## src/rtl/rgb_stream_unpacker.sv

```systemverilog
// Unpacks a 64-bit little-endian RGB888 byte stream into 24-bit pixels with frame/line markers.
// Optional: define UNPACK_FRAME_CNT_EN to add the frame_cnt output (eof handshake counter).
module rgb_stream_unpacker #(
   parameter int H_ACTIVE = 1280,
   parameter int V_ACTIVE = 720,
   parameter int X_W      = 11,
   parameter int Y_W      = 10
) (
   input  logic        m_axi_acp_aclk,
   input  logic        axi_resetn,
   input  logic        enable,
   input  logic [63:0] mm2s_data,
   input  logic        mm2s_valid,
   output logic        mm2s_ready,
   output logic [23:0] pix_data,
   output logic        pix_valid,
   input  logic        pix_ready,
   output logic        pix_sof,
   output logic        pix_eol,
   output logic        pix_eof,
   output logic        busy,
   output logic        resid_drop
`ifdef UNPACK_FRAME_CNT_EN
   ,
   output logic [15:0] frame_cnt
`endif
);

   typedef enum logic {S_IDLE, S_RUN} state_t;

   localparam logic [X_W-1:0] X_LAST = X_W'(H_ACTIVE - 1);
   localparam logic [Y_W-1:0] Y_LAST = Y_W'(V_ACTIVE - 1);
   localparam logic [X_W-1:0] X_ONE  = X_W'(1);
   localparam logic [Y_W-1:0] Y_ONE  = Y_W'(1);

   state_t         r_state, w_state_nxt;
   logic [7:0]     r_buf [16];
   logic [7:0]     w_buf_nxt [16];
   logic [4:0]     r_cnt, w_cnt_nxt, w_base;
   logic [X_W-1:0] r_x;
   logic [Y_W-1:0] r_y;
   logic           r_resid_drop;
   logic           w_pop, w_push, w_frame_end, w_last_x, w_last_y;

   assign w_pop       = pix_valid & pix_ready;
   assign w_push      = mm2s_valid & mm2s_ready;
   assign w_frame_end = w_pop & pix_eof;

   always_ff @(posedge m_axi_acp_aclk or negedge axi_resetn) begin
      if (!axi_resetn) r_state <= S_IDLE;
      else             r_state <= w_state_nxt;
   end

   // A frame in flight always completes; enable is only consulted at its end.
   always_comb begin
      w_state_nxt = r_state;
      case (r_state)
         S_IDLE:  if (enable) w_state_nxt = S_RUN;
         S_RUN:   if (w_frame_end && !enable) w_state_nxt = S_IDLE;
         default: w_state_nxt = S_IDLE;
      endcase
   end

   always_comb begin
      busy       = (r_state == S_RUN);
      mm2s_ready = busy && (r_cnt <= 5'd8);
      pix_valid  = busy && (r_cnt >= 5'd3);
      pix_data   = {r_buf[2], r_buf[1], r_buf[0]};
      w_last_x   = (r_x == X_LAST);
      w_last_y   = (r_y == Y_LAST);
      pix_sof    = pix_valid && (r_x == '0) && (r_y == '0);
      pix_eol    = pix_valid && w_last_x;
      pix_eof    = pix_eol && w_last_y;
      resid_drop = r_resid_drop;
   end

   // NOTE: every variable gets a default at the top of always_comb so no path can infer a latch.
   always_comb begin
      w_buf_nxt = r_buf;
      w_base    = r_cnt;
      if (w_pop) begin
         for (int i = 0; i < 13; i++) w_buf_nxt[i] = r_buf[i+3];
         for (int i = 13; i < 16; i++) w_buf_nxt[i] = 8'h00;
         w_base = r_cnt - 5'd3;
      end
      // Leftover bytes at frame end are discarded; a word arriving in the same cycle starts the next frame.
      if (w_frame_end) w_base = 5'd0;
      if (w_push) begin
         for (int i = 0; i < 8; i++) w_buf_nxt[4'(w_base + 5'(i))] = mm2s_data[8*i +: 8];
      end
      w_cnt_nxt = w_base + (w_push ? 5'd8 : 5'd0);
   end

   // NOTE: the byte buffer is reset as well, because pix_data is driven straight from it.
   always_ff @(posedge m_axi_acp_aclk or negedge axi_resetn) begin
      if (!axi_resetn) begin
         for (int i = 0; i < 16; i++) r_buf[i] <= 8'h00;
         r_cnt        <= 5'd0;
         r_resid_drop <= 1'b0;
      end else begin
         r_buf        <= w_buf_nxt;
         r_cnt        <= w_cnt_nxt;
         r_resid_drop <= w_frame_end && (r_cnt > 5'd3);
      end
   end

   always_ff @(posedge m_axi_acp_aclk or negedge axi_resetn) begin
      if (!axi_resetn) begin
         r_x <= '0;
         r_y <= '0;
      end else if (w_pop) begin
         if (w_last_x) begin
            r_x <= '0;
            r_y <= w_last_y ? '0 : r_y + Y_ONE;
         end else begin
            r_x <= r_x + X_ONE;
         end
      end
   end

`ifdef UNPACK_FRAME_CNT_EN
   logic [15:0] r_frame_cnt;

   always_ff @(posedge m_axi_acp_aclk or negedge axi_resetn) begin
      if (!axi_resetn)      r_frame_cnt <= 16'd0;
      else if (w_frame_end) r_frame_cnt <= r_frame_cnt + 16'd1;
   end

   assign frame_cnt = r_frame_cnt;
`endif

endmodule

```

## config.mk

```make
export PLATFORM = sky130hd
export DESIGN_NAME = rgb_stream_unpacker
export DESIGN_NICKNAME = d
export VERILOG_FILES = /design/src/rtl/rgb_stream_unpacker.sv
export SDC_FILE = /design/constraint.sdc
export NUM_CORES = 1
export LEC_CHECK = 0
export ABC_AREA = 1
export CAP_MARGIN = 20
export CELL_PAD_IN_SITES_DETAIL_PLACEMENT = 2
export CELL_PAD_IN_SITES_GLOBAL_PLACEMENT = 2
export CORE_UTILIZATION = 32
export DETAILED_ROUTE_END_ITERATION = 7
export PLACE_DENSITY = 0.85
export REMOVE_ABC_BUFFERS = 1
export SLEW_MARGIN = 20
export SYNTH_ARGS = -nofsm -noshare
export SYNTH_HDL_FRONTEND = slang
export SYNTH_SLANG_ARGS = --single-unit
```

## constraint.sdc

```tcl
create_clock -name m_axi_acp_aclk -period 3.95 [get_ports m_axi_acp_aclk]
set_input_delay 0.5925 -clock m_axi_acp_aclk [delete_from_list [all_inputs] [get_ports m_axi_acp_aclk]]
set_output_delay 0.5925 -clock m_axi_acp_aclk [all_outputs]
set_load 0.1 [all_outputs]
```

Yosys cells after proc, flatten, opt, wreduce, memory -nomap -nowiden
Index checks and enable logic that the tools add are counted.

Register bits: 156. Input bits: 69. Output and inout port bits: 31. Word-level logic and storage cells: 119.

Add/sub/neg operators: 11. Order comparisons: 19. Equal/unequal tests: 2. Multiplexer cells: 34. Bitwise gates (word level): 12. Reduce and logical (&&, ||, !) cells: 20.

Operators by type and width (number): $bwmux 128 (8); $demux 8 s4 (8); $mux 128 (2); $mux 8 (8); $ge 5x5->1 const B (8); $lt 5x1->1 const B (8); $not 4->5 (8); $add 4x3->4 const B (4); $logic_and 1x1->1 (16); $add 11x1->11 const B (1); $eq 11x11->1 const B (1); $logic_not 11->1 (1); $mux 11 (1); $add 10x1->10 const B (1); $eq 10x10->1 const B (1); $logic_not 10->1 (1); $mux 10 (1); $mux 5 (2); $add 4x2->4 const B (2); $add 5x4->5 (1); $ge 5x2->1 const B (1); $gt 5x2->1 const B (1); $le 5x4->1 const B (1); $sub 5x2->5 const B (1); other kinds (8) (11).

Depth between registers and ports, before layout
Depth after elaboration: 20. Mapped depth: 27. Mapped depth without buffers: 27.

Worst setup path before layout
OpenSTA, ideal clock, no wires.

Kind: reg-to-reg. Start: register r_state, in the netlist busy. End: register r_cnt[4]. Library setup time: 0.079 ns. Arrival: 5.063 ns. Required time: 3.871 ns. Setup slack: -1.192 ns. Stages on the path, launching flop included: 9. Buffers on the path: 2. Clock period less this slack: 5.142 ns. Path through: dfrtp_1 > inv_1 > nor3_1 > nand2_1 > inv_1 > clkbuf_1 > clkbuf_1 > ha_1 > xor2_1.

Elaborated cells between the ends (all ways): 11. Those cells by class: 1 x add/sub; 3 x mux; 3 x bitwise; 4 x reduce/logical.

RTL lines: start: declaration (line 36) `state_t r_state, w_state_nxt;`; start signal: assignment (line 51) `else r_state <= w_state_nxt;`; $logic_and 1x1->1 (line 66) `mm2s_ready = busy && (r_cnt <= 5'd8);`; net mm2s_ready (line 14) `output logic mm2s_ready,`; $and 1x1->1 (line 46) `assign w_push = mm2s_valid & mm2s_ready;`; $mux 4 (line 91) `w_cnt_nxt = w_base + (w_push ? 5'd8 : 5'd0);`; $add 5x4->5 (line 91); net w_cnt_nxt[4] (line 39) `logic [4:0] r_cnt, w_cnt_nxt, w_base;`; end signal: assignment (line 102) `r_cnt <= w_cnt_nxt;`; end: declaration (line 39).

The timed path passes the listed nets, and every way through them passes these cells. A chain may end at the register's enable or synchronous reset.

==> results.md <==
* Sum of routed wire length over all layers at 141 mm
* Worst Setup Path Type: register to register
* Yosys warns at 0
* Area leader, netlist: nand2_1
* Number of design rule violations left after detail routing at 0
* Total congestion overflow after global routing at 0
* Share of cells above drive strength 1 at 9.41%
* Leakage component of the power at 0.0130 µW
* Arrival time reported for the critical path endpoint at 4.45 ns
* Highest ir drop seen on vdd at 481 µV
* Top achievable clock speed at 0.248 GHz
* Horizontal extent of the die at 258 µm
* Number of failing hold endpoints at the final stage at 0
* Number of H-tree levels at 4
* Final hold slack at 0.103 ns
* Post-layout net count at 4127
* Gpl congestion at 1.02
* Sequential element share of the synthesized area at 18.6%
* Fin cells at 4915
* EDFF count, synth at 0
* Post-route standard cell area excluding fillers at 24400 µm²
* Number of distinct library cells after synthesis at 45
* Starting DRT DRC Count at 2915
* Height of the die at 258 µm
* Final routed wire length divided by cell count at 28.8 µm
* CTS buffer count at 17
* Placed cell areas at 23600 µm²
* Number of register bits inferred by synthesis at 156
* Fin worst setup slack at -0.0795 ns
* Violations in the final reports: setup timing
* DPL Wire Length at 103 mm
* Wire length of the first global-routing pass at 204 mm
* Area of the mapped netlist at 21000 µm²
* Worst max-slew margin expressed relative to the limit at 32.0%
* Maximum cell stage delay along the critical path at 0.45 ns
* Root Buffer Master: clkbuf_16
* Total of buffers placed on input and output ports at 99
* Hold_buf cts at 0
* Maximum number of pins on one net before global-route repair at 135
* Power Total at 28700 µW
* Period Utilization, post-route at 102%
* Worst min-delay path class: input port to asynchronous set/reset pin
* Final slew viol count at 0
* Total vias in the final route at 29900
* Cell occurring most often along the worst timing path: nand2_1
* Max_cap viols at 0
* Startpoint type of the worst setup path: register
* Required arrival time at the worst endpoint at 4.37 ns
* Cell with the most instances after synthesis: nand2_1
* Top cells by count, synth: 1388 x nand2_1, 685 x inv_1, 587 x o21ai_0
* Core Util, Final at 37.8%
* Number of ports placed on the die boundary at 100
* Worst Skew at 0.0201 ns
* Avg Inst Size Synth at 5.29 µm²
* Number of standard-cell rows in the floorplan at 93
* Floorplan die area at 66800 µm²
* Number of optimization iterations in the first detailed-route pass at 5
* Post-Synthesis Cells at 3979
* Via count of the first global-routing pass at 31100
* PwrDens at 1170 nW/µm²
* Via density per instance at 6.08
* Core footprint at 64700 µm²
* Status: complete, but fails checks
* Fillers at 8479
* Number of antenna violations at the first check in global routing at 10
* Register clock-pin slew on the reported worst setup and hold paths at 0.09 ns
* Antenna-violating nets left at 0
* Fraction of registers with async set or reset after synthesis at 100%
* Total routing resource utilization after global routing at 41.3%
* Clock Path Buffers at 2
* Cell at the slowest stage of the critical path: dfrtp_1
* Post-route minimum period at 4.03 ns
* Predominant post-synthesis flop cell: dfrtp_1
* Clock tree from TritonCTS: done
* Clk sink count at 156
* Area grow syn2layout at 16.1%
* Cells taking the most area after synthesis: nand2_1 25%, dfrtp_1 19%, o21ai_0 14%
* Category of the worst setup path capture point: register
* Placed Cells incl. Taps at 4875
* Slew at the pin with the worst max-slew slack at 1.02 ns
* Clock latency of the later-clocked register in the worst-skew pair at 0.53 ns
* Proportion of netlist area held by the largest area contributor at 24.8%
* Largest driver fanout on the critical path at 12
* Endpoints failing setup at 3
* Effective utilization at floorplan at 32.5%
## metrics by stage
| stage | setup TNS [ns] | setup slack [ns] |
|---|---|---|
| 2_1_floorplan | -576.22 | -4.66 |
| 3_3_place_gp | 0 | 0.0167 |
| 3_5_place_dp | -2.77 | -0.162 |
| 4_1_cts | 0 | 0.00574 |
| 5_1_grt | -4.67 | -0.178 |
| 6_report | -0.0832 | -0.0795 |
## layer usage
| layer | routed length (µm) | track usage [%] | up-vias |
|---|---|---|---|
| li1 | - | - | 12600 |
| met1 | 56500 | 51.1 | 14900 |
| met2 | 62500 | 65.0 | 1766 |
| met3 | 12600 | 8.81 | 625 |
| met4 | 9780 | 26.8 | 2 |
| met5 | 14 | 0 | - |
## layout by cell type, fill, tap and decap left out, drive strengths merged, types with 2 or more instances in the layout
cell type / Yosys / final
clkbuf: 164 / 18
clkdlybuf4s50: 0 / 93
ha: 12 / 12
buf: 94 / 212
o21ai: 606 / 606
nand4: 17 / 17
xor2: 9 / 9
or2: 20 / 20
clkinv: 9 / 11
a21oi: 262 / 262
a31oi: 6 / 6
mux2i: 13 / 13
inv: 705 / 712
nor4: 4 / 4
nand2: 1416 / 1416
o211ai: 125 / 125
a21boi: 27 / 27
dfrtp: 156 / 156
nor2: 135 / 135
nand3: 182 / 182
clkinvlp: 0 / 6
nor3: 12 / 12
o21bai: 2 / 2
## power breakdown
group	internal (µW)	switching [µW]	leakage [µW]
clock network	855	1040	0.000292
logic	6890	17100	0.0108
registers	2270	568	0.00190
## flip-flops by register name (all words and copies together), names as in the netlist
register    flops
r_buf         104
pix_data       24
r_x            11
r_y            10
r_cnt           5
busy            1
resid_drop      1
## cell families (layout without fill, tap and decap cells)
group / Yosys count / count (layout) / synth area share, %
other: 0 / 1 / 0
AND/OR/NAND/NOR: 1787 / 1787 / 34.8
multiplexers: 13 / 13 / 0.618
XOR/XNOR: 10 / 10 / 0.612
buffers and inverters: 972 / 1052 / 18.3
flip-flops: 156 / 156 / 18.6
AO/OA/AOI/OAI: 1029 / 1029 / 26.4
adder cells (fa/ha/maj): 12 / 12 / 0.714
## final cells by class
type / instances / area (µm²) / share of cell area, %
Sequential cell: 156 / 3900 / 16.0
Antenna cell: 1 / 2.50 / 0.0102
Inverter: 714 / 2710 / 11.1
Clock buffer: 17 / 425 / 1.74
Clock inverter: 15 / 164 / 0.671
Tap cell: 855 / 1070 / 4.38
Multi-Input combinational cell: 2851 / 13400 / 54.9
Timing Repair Buffer: 306 / 2730 / 11.2
## final timing paths
| kind | start | to | slack [ns] | cells after the start |
|---|---|---|---|---|
| worst min register to register | r_y[8]$_DFFE_PN0P_ | r_y[8]$_DFFE_PN0P_ | 0.50 | 1 |
| worst max register to register | r_cnt[0]$_DFF_PN0_ | pix_data[7]$_DFF_PN0_ | -0.08 | 26 |
| worst min-delay path | axi_resetn | pix_data[15]$_DFF_PN0_ | 0.10 | 1 |
| worst max-delay path | r_cnt[0]$_DFF_PN0_ | pix_data[7]$_DFF_PN0_ | -0.08 | 26 |
| max in group asynchronous | axi_resetn | r_buf[65]$_DFF_PN0_ | 2.90 | 2 |
| min in group m_axi_acp_aclk | r_y[8]$_DFFE_PN0P_ | r_y[8]$_DFFE_PN0P_ | 0.50 | 1 |
## timing repair
action | in CTS | in global routing
endpoints found under the setup margin | 1 | 112
setup buffers | 0 | 7
gates resized for setup | 1 | 38
pin swaps | 0 | 2
## critical path: cells and delay by family (launching register included)
family                     cells  cell delay, ns
and+or+nand+nor               17            1.96
buffers and inverters          6            0.85
adders and majority gates      2            0.46
DFF                            1            0.45
AOI/OAI and AO/OA              1            0.18
(Power assumes the default switching activity.)
